File: config.mk
export PLATFORM = sky130hd
export DESIGN_NAME = win7_frame_sequencer_flat
export DESIGN_NICKNAME = d
export VERILOG_FILES = /design/src/rtl/win7_frame_sequencer_if.sv /design/src/rtl/win7_frame_sequencer.sv /design/src/flat_wrapper.sv
export SDC_FILE = /design/constraint.sdc
export NUM_CORES = 1
export LEC_CHECK = 0
export CORE_UTILIZATION = 35
export DETAILED_ROUTE_END_ITERATION = 6
export DONT_BUFFER_PORTS = 1
export GPL_TIMING_DRIVEN = 0
export PLACE_DENSITY_LB_ADDON = 0.15
export SLEW_MARGIN = 10
export SYNTH_ARGS = -nofsm -noshare
export SYNTH_HDL_FRONTEND = slang
export SYNTH_SLANG_ARGS = --single-unit
File: constraint.sdc
create_clock -name clk -period 4.56 [get_ports clk]
set_input_delay 0.912 -clock clk [delete_from_list [all_inputs] [get_ports clk]]
set_output_delay 0.912 -clock clk [all_outputs]
set_load 0.01 [all_outputs]
File: src/rtl/win7_frame_sequencer_if.sv
// Handshake/status bundle between the pixel source and the 7x7 frame sequencer.
// err_o exists only when WIN7_SEQ_ERR_EN is defined.
interface win7_frame_sequencer_if #(
    parameter int unsigned CW = 3
);
    logic          start_i;
    logic          valid_i;
    logic          ready_o;
    logic          shift_o;
    logic          o_en;
    logic [CW-1:0] cx_o;
    logic [CW-1:0] cy_o;
    logic          busy_o;
    logic          done_o;
`ifdef WIN7_SEQ_ERR_EN
    logic          err_o;

    modport master (
        output start_i, valid_i,
        input  ready_o, shift_o, o_en, cx_o, cy_o, busy_o, done_o, err_o
    );
    modport slave (
        input  start_i, valid_i,
        output ready_o, shift_o, o_en, cx_o, cy_o, busy_o, done_o, err_o
    );
`else
    modport master (
        output start_i, valid_i,
        input  ready_o, shift_o, o_en, cx_o, cy_o, busy_o, done_o
    );
    modport slave (
        input  start_i, valid_i,
        output ready_o, shift_o, o_en, cx_o, cy_o, busy_o, done_o
    );
`endif
endinterface

File: src/rtl/win7_frame_sequencer.sv
// Raster-position sequencer for the 7x7 window datapath: shift enable, window-valid, centre coords, done.
// Optional sticky protocol-error flag err_o enabled by WIN7_SEQ_ERR_EN.
module win7_frame_sequencer #(
    parameter int unsigned ROWS = 7,
    parameter int unsigned COLS = 7,
    parameter int unsigned K    = 7,
    parameter int unsigned CW   = $clog2((ROWS > COLS) ? ROWS : COLS)
) (
    input  logic                   clk,
    input  logic                   rst,
    win7_frame_sequencer_if.slave  bus
);

    if (K != 7) begin : g_k_check
        $error("win7_frame_sequencer: K must be 7");
    end

    localparam logic [1:0] S_IDLE  = 2'd0;
    localparam logic [1:0] S_ARMED = 2'd1;
    localparam logic [1:0] S_RUN   = 2'd2;
    localparam logic [1:0] S_FLUSH = 2'd3;

    logic [1:0]    state;
    logic [1:0]    state_nxt;
    logic [CW-1:0] row;
    logic [CW-1:0] col;
    logic          ready_q;
    logic          busy_q;
    logic          o_en_q;
    logic          done_q;
    logic [CW-1:0] cx_q;
    logic [CW-1:0] cy_q;

    logic          accept_c;
    logic          last_col_c;
    logic          last_pix_c;
    logic          win_hit_c;

    assign accept_c   = bus.valid_i && ready_q;
    assign last_col_c = (col == CW'(COLS - 1));
    assign last_pix_c = accept_c && last_col_c && (row == CW'(ROWS - 1));
    // Window is complete once the accepted pixel sits at or beyond the bottom-right of a 7x7 block.
    assign win_hit_c  = accept_c && (row >= CW'(K - 1)) && (col >= CW'(K - 1));

    assign bus.ready_o = ready_q;
    assign bus.shift_o = accept_c;
    assign bus.busy_o  = busy_q;
    assign bus.o_en    = o_en_q;
    assign bus.done_o  = done_q;
    assign bus.cx_o    = cx_q;
    assign bus.cy_o    = cy_q;

    always_comb begin
        state_nxt = state;
        case (state)
            S_IDLE:  if (bus.start_i) state_nxt = S_ARMED;
            S_ARMED: if (accept_c)    state_nxt = last_pix_c ? S_FLUSH : S_RUN;
            S_RUN:   if (last_pix_c)  state_nxt = S_FLUSH;
            S_FLUSH: state_nxt = S_IDLE;
            default: state_nxt = S_IDLE;
        endcase
    end

    always_ff @(posedge clk or posedge rst) begin
        if (rst) begin
            state <= S_IDLE;
        end else begin
            state <= state_nxt;
        end
    end

    // Raster position of the next pixel to be accepted.
    always_ff @(posedge clk or posedge rst) begin
        if (rst) begin
            row <= '0;
            col <= '0;
        end else if (state == S_FLUSH) begin
            row <= '0;
            col <= '0;
        end else if (accept_c) begin
            if (last_col_c) begin
                col <= '0;
                row <= (row == CW'(ROWS - 1)) ? '0 : row + CW'(1);
            end else begin
                col <= col + CW'(1);
            end
        end
    end

    // ready/busy track the upcoming state so they are flops rather than state decodes.
    always_ff @(posedge clk or posedge rst) begin
        if (rst) begin
            ready_q <= 1'b0;
            busy_q  <= 1'b0;
            o_en_q  <= 1'b0;
            done_q  <= 1'b0;
            cx_q    <= '0;
            cy_q    <= '0;
        end else begin
            ready_q <= (state_nxt == S_ARMED) || (state_nxt == S_RUN);
            busy_q  <= (state_nxt != S_IDLE);
            o_en_q  <= win_hit_c;
            done_q  <= last_pix_c;
            if (win_hit_c) begin
                cx_q <= col - CW'(3);
                cy_q <= row - CW'(3);
            end
        end
    end

`ifdef WIN7_SEQ_ERR_EN
    logic err_q;
    logic err_set_c;

    assign err_set_c = (bus.valid_i && ((state == S_IDLE) || (state == S_FLUSH)))
                    || (bus.start_i && (state != S_IDLE));

    // Sticky: a new violation wins over the clearing start.
    always_ff @(posedge clk or posedge rst) begin
        if (rst) begin
            err_q <= 1'b0;
        end else if (err_set_c) begin
            err_q <= 1'b1;
        end else if (bus.start_i && (state == S_IDLE)) begin
            err_q <= 1'b0;
        end
    end

    assign bus.err_o = err_q;
`endif

endmodule
File: src/flat_wrapper.sv
// flat-port wrapper written by rule: the top's interface ports become plain ports
module win7_frame_sequencer_flat 
#(
    parameter int unsigned ROWS = 7,
    parameter int unsigned COLS = 7,
    parameter int unsigned K    = 7,
    parameter int unsigned CW   = $clog2((ROWS > COLS) ? ROWS : COLS)
)
  (clk, rst, bus_start_i, bus_valid_i, bus_ready_o, bus_shift_o, bus_o_en, bus_cx_o, bus_cy_o, bus_busy_o, bus_done_o);
  win7_frame_sequencer_if #(.CW(CW)) bus_i ();
  input  logic clk;
  input  logic rst;
  input wire logic [$bits(bus_i.start_i)-1:0] bus_start_i;
  input wire logic [$bits(bus_i.valid_i)-1:0] bus_valid_i;
  output wire logic [$bits(bus_i.ready_o)-1:0] bus_ready_o;
  output wire logic [$bits(bus_i.shift_o)-1:0] bus_shift_o;
  output wire logic [$bits(bus_i.o_en)-1:0] bus_o_en;
  output wire logic [$bits(bus_i.cx_o)-1:0] bus_cx_o;
  output wire logic [$bits(bus_i.cy_o)-1:0] bus_cy_o;
  output wire logic [$bits(bus_i.busy_o)-1:0] bus_busy_o;
  output wire logic [$bits(bus_i.done_o)-1:0] bus_done_o;
  assign bus_i.start_i = bus_start_i;
  assign bus_i.valid_i = bus_valid_i;
  assign bus_ready_o = bus_i.ready_o;
  assign bus_shift_o = bus_i.shift_o;
  assign bus_o_en = bus_i.o_en;
  assign bus_cx_o = bus_i.cx_o;
  assign bus_cy_o = bus_i.cy_o;
  assign bus_busy_o = bus_i.busy_o;
  assign bus_done_o = bus_i.done_o;
  win7_frame_sequencer #(.ROWS(ROWS), .COLS(COLS), .K(K), .CW(CW)) u_core (.clk(clk), .rst(rst), .bus(bus_i));
endmodule
== Yosys cells after proc, flatten, opt, wreduce, memory -nomap -nowiden ==
Index checks and enable logic that the tools add are counted.
W data, S select, Z words.

* Add/subtract/negate cells: 4
* $lt $le $gt $ge: 2
* Equal/unequal tests: 7
* Multiplexer cells: 12
* Reduce and logical (&&, ||, !) cells: 11

{| class="wikitable"
|+ Operators by type and width
! cell !! number
|-
| $mux W3 || 7
|-
| $pmux W2 S4 || 1
|-
| $add A3 B1 Y3 const B || 2
|-
| $eq A2 B2 Y1 const B || 3
|-
| $eq A3 B3 Y1 const B || 2
|-
| $ge A3 B3 Y1 const B || 2
|-
| $mux W2 || 3
|-
| $reduce_bool A2 Y1 || 3
|-
| $sub A3 B2 Y3 const B || 2
|-
| $logic_and A1 B1 Y1 || 5
|-
| $eq A2 B1 Y1 const B || 2
|-
| $logic_not A2 Y1 || 1
|-
| $reduce_and A2 Y1 || 1
|-
| $logic_or A1 B1 Y1 || 1
|-
| $mux W1 || 1
|}

* Register bits: 18
* Bits of input ports: 4
* Output and inout port bits: 11

== Depth between registers and ports, before layout ==
Gate-level depths: netlist of run 1.

* Depth in word-level cells: 8
* Mapped depth: 8
* Gate-level depth less buffers: 7

== Least setup slack after synthesis of run 1 ==
OpenSTA, ideal clock, no wires.

* Path type: input -> output
* From: input bus_valid_i
* To: output bus_shift_o
* Data arrival time: 1.201 ns
* Slack: 2.447 ns
* Cell stages on the path: 2
* Path buffers: 0
* Cells stage by stage: nand2_2 inv_1

* Cells in the longest elaborated chain, start to end: 1

{| class="wikitable"
|+ Ends and longest elaborated chain
! item !! line !! text
|-
| start: declaration || flat_wrapper.sv:14 || <nowiki>input wire logic [$bits(bus_i.valid_i)-1:0] bus_valid_i;</nowiki>
|-
| $logic_and A1 B1 Y1 || win7_frame_sequencer.sv:39 || <nowiki>assign accept_c = bus.valid_i && ready_q;</nowiki>
|-
| end: declaration || flat_wrapper.sv:16 || <nowiki>output wire logic [$bits(bus_i.shift_o)-1:0] bus_shift_o;</nowiki>
|}

Every way passes these cells.

== Worst setup path in the final report of run 1 ==
Ends and elaborated chain as after synthesis.

==> results.tsv, run 1 <==
stage	metric	value	unit
status	status	finished, final reports clean	
clocking	cts_hold_buf	0	
detailed_routing	num_vias	574	
detailed_routing	routed_wl	1550	um
sta	max_freq	0.454	GHz
clocking	ctsLongestPathBuffers	2	
detailed_routing	drtAntennaViolNets	0	
critical_path	crit_slowest_cell	inv_1	
global_routing	gr-total-overflow	0	
critical_path	path_cells	nand2_2 -> inv_1	
sta	finalSetupTns	0	ns
clocking	cts-root-buf	clkbuf_4	
cells_and_area	final_core_util	0.417	
critical_path	ff2ff_path_depth	7	
global_routing	antenna_found_initial	0	
global_routing	grtUsageTotal	0.133	
detailed_routing	first_pass_iters	2	
critical_path	slowest_delay	0.25	ns
critical_path	r2r_start	u_core.col[0]	
cells_and_area	diodes	0	
cells_and_area	synthToLayoutAreaGrowth	8.04	%
cells_and_area	multiInputGateArea	388	um2
pwr	ir_drop	0.248	mV
clocking	htreeDepth	1	
pwr	p_per_area	481	mW/mm2
clocking	post_cts_buffers	0	
critical_path	worst_setup_path_start_kind	input port	
placement	dp_hpwl	1140	um
global_routing	grt_pass1_vias	596	
synth	synth_edf_count	0	
worst_hold_path	holdPathStages	2	
detailed_routing	wl_per_cell	13.9	um
critical_path	worstReg2RegEnd	u_core.bus.ready_o	
floorplanning	die_y	52.3	um
sta	period_share	0.483	
synth	syn_nets	91	
clocking	cts_sinks	18	
critical_path	crit_type	in2out	
clocking	clk_pin_slew	0.10	ns
placement	port-buffer-count	0	
synth	yosysMostFrequentCell	dfrtp_1	
critical_path	r2r_slack	2.75	ns
synth	synth_top_area_cell	dfrtp_1	
critical_path	cp_num_buf_inv	1	
critical_path	cp_max_fo	10	
synth	synthCells	80	
detailed_routing	drt_iter0_drc	3	
clocking	cts_resized	0	
cells_and_area	fill_cells	230	
synth	post_synth_instance_area	887	um2
cells_and_area	fin_nets	96	
floorplanning	design.portCount	15	
synth	ys_ff_latch	18	
floorplanning	start_util	0.386	
detailed_routing	via_per_inst	5.13	
synth	synth_cell_types	29	
synth	synth-async-reset-ratio	1.00	
synth	yosys-top-cells-area	dfrtp_1 51%, ha_1 9.9%, mux2_2 5.1%	
sta	slew_headroom	0.535	
floorplanning	rows	17	
critical_path	required	3.65	ns
sta	fin_crit	2.20	ns
sta	tightest_slew	0.697	ns
cells_and_area	seq_area	450	um2
synth	yosys_warnings	0	
sta	skew	0.00372	ns
cells_and_area	drive_gt1_frac	0.167	
flow_run	cap_violations	0	
sta	hold_slack	0.590	ns
worst_hold_path	hold_end	u_core.bus.cx_o[1]	
floorplanning	die_width	52.3	um
pwr	leakage	0.449	nW
synth	ys.flop_type	dfrtp_1	
worst_hold_path	hp-class	reg2reg	
clocking	cts_buffers	3	
synth	synth_seq_area_share	0.508	
worst_hold_path	worstHoldStart	u_core.bus.cx_o[1]	
global_routing	grt_pass1_wl	2660	um
placement	gp_congestion	0.772	
detailed_routing	drc	0	
sta	rsz0062_at_grt	no	
critical_path	worstPathArrival	1.29	ns
synth	synth_top_area_frac	0.508	
global_routing	grt_max_degree	19	
sta	setup_viol	0	
synth	avgSynthCellArea	11.1	um2
synth	ys_top_cells_by_count	18 x dfrtp_1, 8 x inv_1, 7 x ha_1	
clocking	cts_tree	done	
floorplanning	core_area	0.00230	mm2
clocking	clock_latency	0.29	ns
critical_path	cp-end-kind	primary output	
floorplanning	dieArea	0.00274	mm2
critical_path	critPathTopFamily	buffers and inverters	
sta	hold_viol_final	0	
sta	slew_violations	0	
state kept, by name (all words and copies together) (netlist names):
| signal | cells |
|---|---|
| u_core.bus.busy_o | 1 |
| u_core.bus.cx_o | 3 |
| u_core.bus.cy_o | 3 |
| u_core.bus.done_o | 1 |
| u_core.bus.o_en | 1 |
| u_core.bus.ready_o | 1 |
| u_core.col | 3 |
| u_core.row | 3 |
| u_core.state | 2 |
worst max-delay path by stage:
stage | start | endpoint | cells after the start
final | bus_valid_i | bus_shift_o | 2
after detailed placement | bus_valid_i | bus_shift_o | 2
after CTS | bus_valid_i | bus_shift_o | 2
after global placement | bus_valid_i | bus_shift_o | 2
after floorplan | bus_valid_i | bus_shift_o | 2
after global routing | bus_valid_i | bus_shift_o | 2
metal layers:
metal	wire length (um)	up-vias	share of wire	global-route usage
met5	0	-	0	0
met4	8	0	0.0051	0.0526
met3	57	2	0.037	0.0319
met2	745	8	0.48	0.215
met1	743	280	0.48	0.169
li1	-	284	-	-
cell type report:
cell class                 count  area share
clock buffer                   4      0.0379
multi-input combinational     51       0.405
inverter                       8      0.0313
sequential                    18       0.470
buffer                         3      0.0196
tap                           28      0.0366
power breakdown:
group	leakage, nW	switching, mW	internal (mW)
clock network	0.0210	0.0508	0.0486
registers	0.239	0.0418	0.193
logic	0.189	0.0720	0.0544
total	0.449	0.165	0.296
logic make-up after synthesis:
kind of cell,Yosys count,synth area share
fa+ha+maj,7,0.0987
xor+xnor,2,0.0197
compound gates,15,0.103
mux,6,0.0733
flops,18,0.508
buf+inv,11,0.0550
simple gates,21,0.142
through the flow:
stage / cell area (um2) / cells / worst slack [ns] / total power [mW]
after detailed placement: 922 / 108 / 2.35 / 0.366
after global placement: 922 / 108 / 2.36 / 0.364
after CTS: 958 / 112 / 2.35 / 0.469
after floorplan: 887 / 80 / 2.45 / 0.332
after global routing: 958 / 112 / 2.33 / 0.499
final: 958 / 112 / 2.36 / 0.461
placed cells by master, fill, tap and decap left out, types with 2 or more instances in the layout:
cell type	Yosys	final
dfrtp_1	18	18
inv_1	8	8
ha_1	7	7
nor2_1	5	5
a21oi_1	5	5
mux2_2	4	4
o21ai_0	4	4
nor3_1	3	3
clkbuf_4	0	3
buf_4	2	2
mux2i_1	2	2
xnor2_1	2	2
nand2_1	2	2
o31ai_1	2	2
worst reg2reg max path, stage by stage, from the launching register on:
cell     delay (ns)
dfrtp_1        0.43
inv_1          0.09
ha_1           0.24
and4_1         0.20
buf_4          0.14
and3_1         0.21
a21oi_1        0.09
ha_1           0.30
No activity file was read; power rests on OpenSTA's default activity.
==> inputs of run 2 (changes only) <==
clock period = 1.8 ns   (was 4.56 ns; I/O delays follow)
==> run 2 against run 1 <==
Effect of this change: clock skew is 0.00070 ns lower; largest cell class unchanged; non-clock buffer count is 2 higher; sequential share of layout area is 1.6 points lower; final cell count is 1.8% higher; via count is 3.1% higher; sequential cell count stayed put; utilization is 1.6 points higher; global-route usage stayed put; sequential power grew to 2.5 times the previous value.
==> results.tsv, run 2 (synthesis gave the netlist of run 1 again) <==
stage	metric	value	unit
pwr	share_comb_of_total_power	0.313	
cells_and_area	fill_cells	228	
detailed_routing	drc	0	
critical_path	ff2ff_path_depth	6	
clocking	clk_pin_slew	0.11	ns
critical_path	cp_num_buf_inv	1	
detailed_routing	num_vias	592	
critical_path	required	1.98	ns
cells_and_area	diodes	0	
sta	setup_viol	0	
pwr	internal_power	0.794	mW
worst_hold_path	hp-class	in2async	
clocking	cts_hold_buf	0	
clocking	htreeDepth	1	
floorplanning	die_y	52.3	um
critical_path	worst-path-stages	6	
sta	period_share	0.937	
critical_path	critPathTopFamily	adder cells	
cells_and_area	layout_common_cells	17 x dfrtp_1, 8 x inv_1, 5 x nor2_1, 5 x a21oi_1, 5 x ha_1	
sta	hold_viol_final	0	
cells_and_area	fin_nets	98	
cells_and_area	finalInstanceArea	996	um2
placement	place_area	922	um2
clocking	cts_buffers	3	
detailed_routing	via_per_inst	5.19	
pwr	p_clk_frac	0.204	
global_routing	antenna_found_initial	0	
pwr	p_switching	0.438	mW
clocking	cts-root-buf	clkbuf_4	
pwr	p_per_area	1240	mW/mm2
status	status	finished, final reports clean	
floorplanning	start_util	0.386	
floorplanning	design.portCount	15	
placement	gp_congestion	0.772	
pwr	finalPower	1.23	mW
placement	port-buffer-count	0	
critical_path	worstPathArrival	1.87	ns
sta	fin_crit	1.69	ns
floorplanning	rows	17	
sta	max_freq	0.593	GHz
global_routing	gr-total-overflow	0	
global_routing	grtUsageTotal	0.133	
sta	slew_violations	0	
global_routing	grt_pass1_vias	596	
detailed_routing	wl_per_cell	14.1	um
critical_path	cp_max_fo	5	
pwr	leakage	0.458	nW
critical_path	worst_setup_path_start_kind	flip-flop	
critical_path	path_cells	inv_1 -> ha_2 -> nand4_1 -> a311oi_2 -> a21oi_1 -> ha_1	
critical_path	crit_slowest_cell	dfrtp_1	
critical_path	slowest_delay	0.44	ns
floorplanning	core_area	0.00230	mm2
global_routing	grt_pass1_wl	2660	um
clocking	cts_tree	done	
clocking	ctsLongestPathBuffers	2	
cells_and_area	synthToLayoutAreaGrowth	12.3	%
clocking	cts_sinks	18	
flow_run	cap_violations	0	
floorplanning	die_width	52.3	um
critical_path	crit_type	reg2reg	
critical_path	r2r_slack	0.11	ns
detailed_routing	drtAntennaViolNets	0	
sta	tightest_slew	0.693	ns
detailed_routing	first_pass_iters	2	
floorplanning	dieArea	0.00274	mm2
pwr	p_seq_frac	0.483	
cells_and_area	drive_gt1_frac	0.233	
sta	skew	0.00302	ns
cells_and_area	final_common_cell	dfrtp_1	
critical_path	r2r_start	u_core.row[0]	
global_routing	grt_max_degree	19	
pwr	ir_drop	0.655	mV
sta	slew_headroom	0.537	
critical_path	cp-end-kind	flip-flop	
pwr	sw_frac_of_total	0.356	
critical_path	worstReg2RegEnd	u_core.bus.ready_o	
detailed_routing	routed_wl	1600	um
placement	dp_hpwl	1140	um
detailed_routing	drt_iter0_drc	6	
clocking	clock_latency	0.29	ns
-- run 2: how the worst max path moves through the flow --
stage                       start                 end  slack [ns]
global placement    u_core.col[0]  u_core.bus.ready_o      0.0008
global route        u_core.row[0]  u_core.bus.ready_o      -0.009
CTS                 u_core.row[0]  u_core.bus.ready_o        0.03
detailed placement  u_core.col[0]  u_core.bus.ready_o      -0.004
finish              u_core.row[0]  u_core.bus.ready_o        0.11
floorplan           u_core.col[0]  u_core.bus.ready_o        0.17
-- run 2: timing repair --
| action | CTS | global route |
|---|---|---|
| setup buffers | 1 | 1 |
| setup endpoints to repair | 1 | 1 |
| gates resized for setup | 1 | 4 |
-- run 2: worst reg2reg max path, stage by stage, from the launching register on --
cell and delay [ns]:
dfrtp_1 0.44, inv_1 0.10, ha_2 0.23, nand4_1 0.13
a311oi_2 0.31, a21oi_1 0.08, ha_1 0.30
-- run 2: per-layer routing --
layer / global-route usage / vias to the layer above / share of wire
met5: 0 / - / 0
met4: 0.0526 / 0 / 0.0050
met3: 0.0319 / 2 / 0.036
met2: 0.215 / 8 / 0.48
met1: 0.169 / 291 / 0.48
li1: - / 291 / -
-- run 2: power by group through the flow --
| stage | sequential [mW] | combinational (mW) | clock [mW] |
|---|---|---|---|
| 6_report | 0.596 | 0.386 | 0.251 |
| 5_1_grt | 0.611 | 0.443 | 0.279 |
| 4_1_cts | 0.586 | 0.358 | 0.264 |
| 3_5_place_dp | 0.604 | 0.323 | 0 |
| 3_3_place_gp | 0.601 | 0.322 | 0 |
| 2_1_floorplan | 0.579 | 0.261 | 0 |
-- run 2: per-stage QoR --
stage	setup WS [ns]	hold slack [ns]	cells	utilization	setup TNS, ns
finish	0.113	0.0528	114	0.434	0
global route	-0.00948	0.112	114	0.434	-0.00948
CTS	0.0309	0.0780	113	0.422	0
detailed placement	-0.00367	0.415	108	0.401	-0.00367
global placement	0.000840	0.404	108	0.401	0
floorplan	0.167	0.299	80	-	0
-- run 2: cell type report --
type / instances / area [um2] / area share
multi-input cells: 51 / 409 / 0.411
plain buffers: 3 / 18.8 / 0.0188
repair buffers: 2 / 15.0 / 0.0151
well taps: 28 / 35.0 / 0.0352
inverters: 8 / 30.0 / 0.0302
clock buffers: 4 / 36.3 / 0.0364
flip-flops and latches: 18 / 452 / 0.454
==> inputs of run 3 (changes only) <==
CORE_UTILIZATION = 45   (was 35)
CTS_BUF_LIST = sky130_fd_sc_hd__clkbuf_4 sky130_fd_sc_hd__clkbuf_8   (was default)
==> run 3 against run 2 <==
Effect of this change: maximum frequency fell by 1.9%; largest power group unchanged; utilization rose by 12 points; critical endpoint unchanged; worst setup slack got worse by 0.032 ns; critical path depth rose by 1; via count rose by 0.17%; hold slack improved by 0.0011 ns; critical path type unchanged; clock-buffer cell count did not move; clock skew fell by 0.0016 ns.
==> results.tsv, run 3 (synthesis gave the netlist of run 1 again) <==
stage	metric	value	unit
sta	tightest_slew	0.670	ns
cells_and_area	final_common_cell	dfrtp_1	
clocking	cts_sinks	18	
pwr	ir_drop	0.488	mV
clocking	cts_hold_buf	0	
pwr	p_per_area	1220	mW/mm2
floorplanning	design.portCount	15	
floorplanning	start_util	0.498	
clocking	clk_pin_slew	0.10	ns
global_routing	grt_pass1_vias	587	
global_routing	antenna_found_initial	0	
global_routing	grtUsageTotal	0.161	
cells_and_area	synthToLayoutAreaGrowth	10.4	%
sta	skew	0.00139	ns
sta	slew_violations	0	
critical_path	worst_setup_path_start_kind	flip-flop	
critical_path	required	1.97	ns
pwr	leakage	0.449	nW
clocking	cts-root-buf	clkbuf_4	
placement	port-buffer-count	0	
global_routing	grt_max_degree	19	
cells_and_area	drive_gt1_frac	0.235	
sta	slew_headroom	0.553	
detailed_routing	num_vias	593	
cells_and_area	finalInstanceArea	980	um2
clocking	cts_buffers	3	
detailed_routing	drc	0	
flow_run	cap_violations	0	
sta	hold_slack	0.0540	ns
clocking	htreeDepth	1	
detailed_routing	first_pass_iters	3	
sta	hold_viol_final	0	
cells_and_area	fill_cells	166	
sta	period_share	0.955	
clocking	clock_latency	0.28	ns
critical_path	crit_type	reg2reg	
sta	max_freq	0.582	GHz
status	status	finished, final reports clean	
detailed_routing	via_per_inst	5.39	
placement	dp_cells	105	
global_routing	grt_pass1_wl	2420	um
pwr	finalPower	1.19	mW
clocking	cts_tree	done	
clocking	ctsLongestPathBuffers	2	
cells_and_area	layout_common_cells	17 x dfrtp_1, 8 x inv_1, 5 x nor2_1, 5 x a21oi_1, 5 x ha_1	
floorplanning	die_width	46.4	um
placement	place_area	918	um2
placement	dp_hpwl	1070	um
critical_path	cp-end-kind	flip-flop	
cells_and_area	finalNonFillerCells	110	
detailed_routing	drt_iter0_drc	9	
detailed_routing	drtAntennaViolNets	0	
cells_and_area	seq_area	452	um2
floorplanning	dieArea	0.00215	mm2
critical_path	worstPathArrival	1.89	ns
critical_path	cp_max_fo	6	
detailed_routing	routed_wl	1440	um
global_routing	gr-total-overflow	0	
sta	rsz0062_at_grt	no	
cells_and_area	multiInputGateArea	404	um2
floorplanning	core_area	0.00178	mm2
floorplanning	die_y	46.4	um
sta	setup_viol	0	
sta	fin_crit	1.72	ns
placement	gp_congestion	0.711	
cells_and_area	diodes	0	
worst_hold_path	hp-class	in2async	
floorplanning	rows	15	
detailed_routing	wl_per_cell	13.1	um
cells_and_area	fin_nets	97	
cells_and_area	final_core_util	0.549	
==> run 3: cell types whose count changed in the layout (fill, tap and decap cells not counted), sizes merged <==
cell / change
buf: -1
==> run 3: layout make-up <==
cell class,count,share of cell area
multi-input combinational,51,0.413
tap,25,0.0319
inverter,8,0.0307
sequential,18,0.461
clock buffer,4,0.0370
buffer,3,0.0192
timing repair buffer,1,0.00766
==> run 3: worst max-delay path, cell delays in order (launching register included) <==
cell and delay, ns:
dfrtp_1 0.41, inv_1 0.08, ha_2 0.22, and4_1 0.18
buf_4 0.14, and3_4 0.20, a21oi_1 0.07, ha_1 0.30
==> run 3: through the flow <==
step	setup TNS (ns)	setup WS, ns
6_report	0	0.0809
4_1_cts	0	0.0206
3_5_place_dp	-0.0497	-0.0497
2_1_floorplan	0	0.167
3_3_place_gp	-0.0213	-0.0213
5_1_grt	0	0.0129
==> run 3: routing by layer <==
layer / up-vias / track usage / part of all wire
met5: - / 0 / 0
met4: 0 / 0.0706 / 0.0069
met3: 2 / 0.0392 / 0.042
met2: 14 / 0.256 / 0.47
met1: 289 / 0.205 / 0.48
li1: 288 / - / -
==> run 3: worst paths after layout <==
check | startpoint | endpoint | cells past startpoint | slack (ns)
setup / recovery | u_core.col[0] | u_core.bus.ready_o | 7 | 0.08
hold / removal | rst | u_core.col[0] | 1 | 0.05
setup reg to reg | u_core.col[0] | u_core.bus.ready_o | 7 | 0.08
hold reg to reg | u_core.bus.cx_o[1] | u_core.bus.cx_o[1] | 2 | 0.59
max in group asynchronous | rst | u_core.col[1] | 1 | 1.28
min in group clk | bus_valid_i | u_core.bus.o_en | 2 | 0.38
==> run 3: where the power goes <==
part           leakage (nW)  total [mW]  internal (mW)  switching, mW
registers             0.238       0.592          0.491          0.101
logic                 0.190       0.363          0.162          0.201
clock network        0.0210       0.236          0.123          0.114
total                 0.449        1.19          0.775          0.416
==> run 3: timing repair <==
action	CTS	global route
gates resized for setup	1	4
endpoints found under the setup margin	1	1
pin swaps	0	1
setup buffers	1	0
endpoints found under the hold margin	0	0
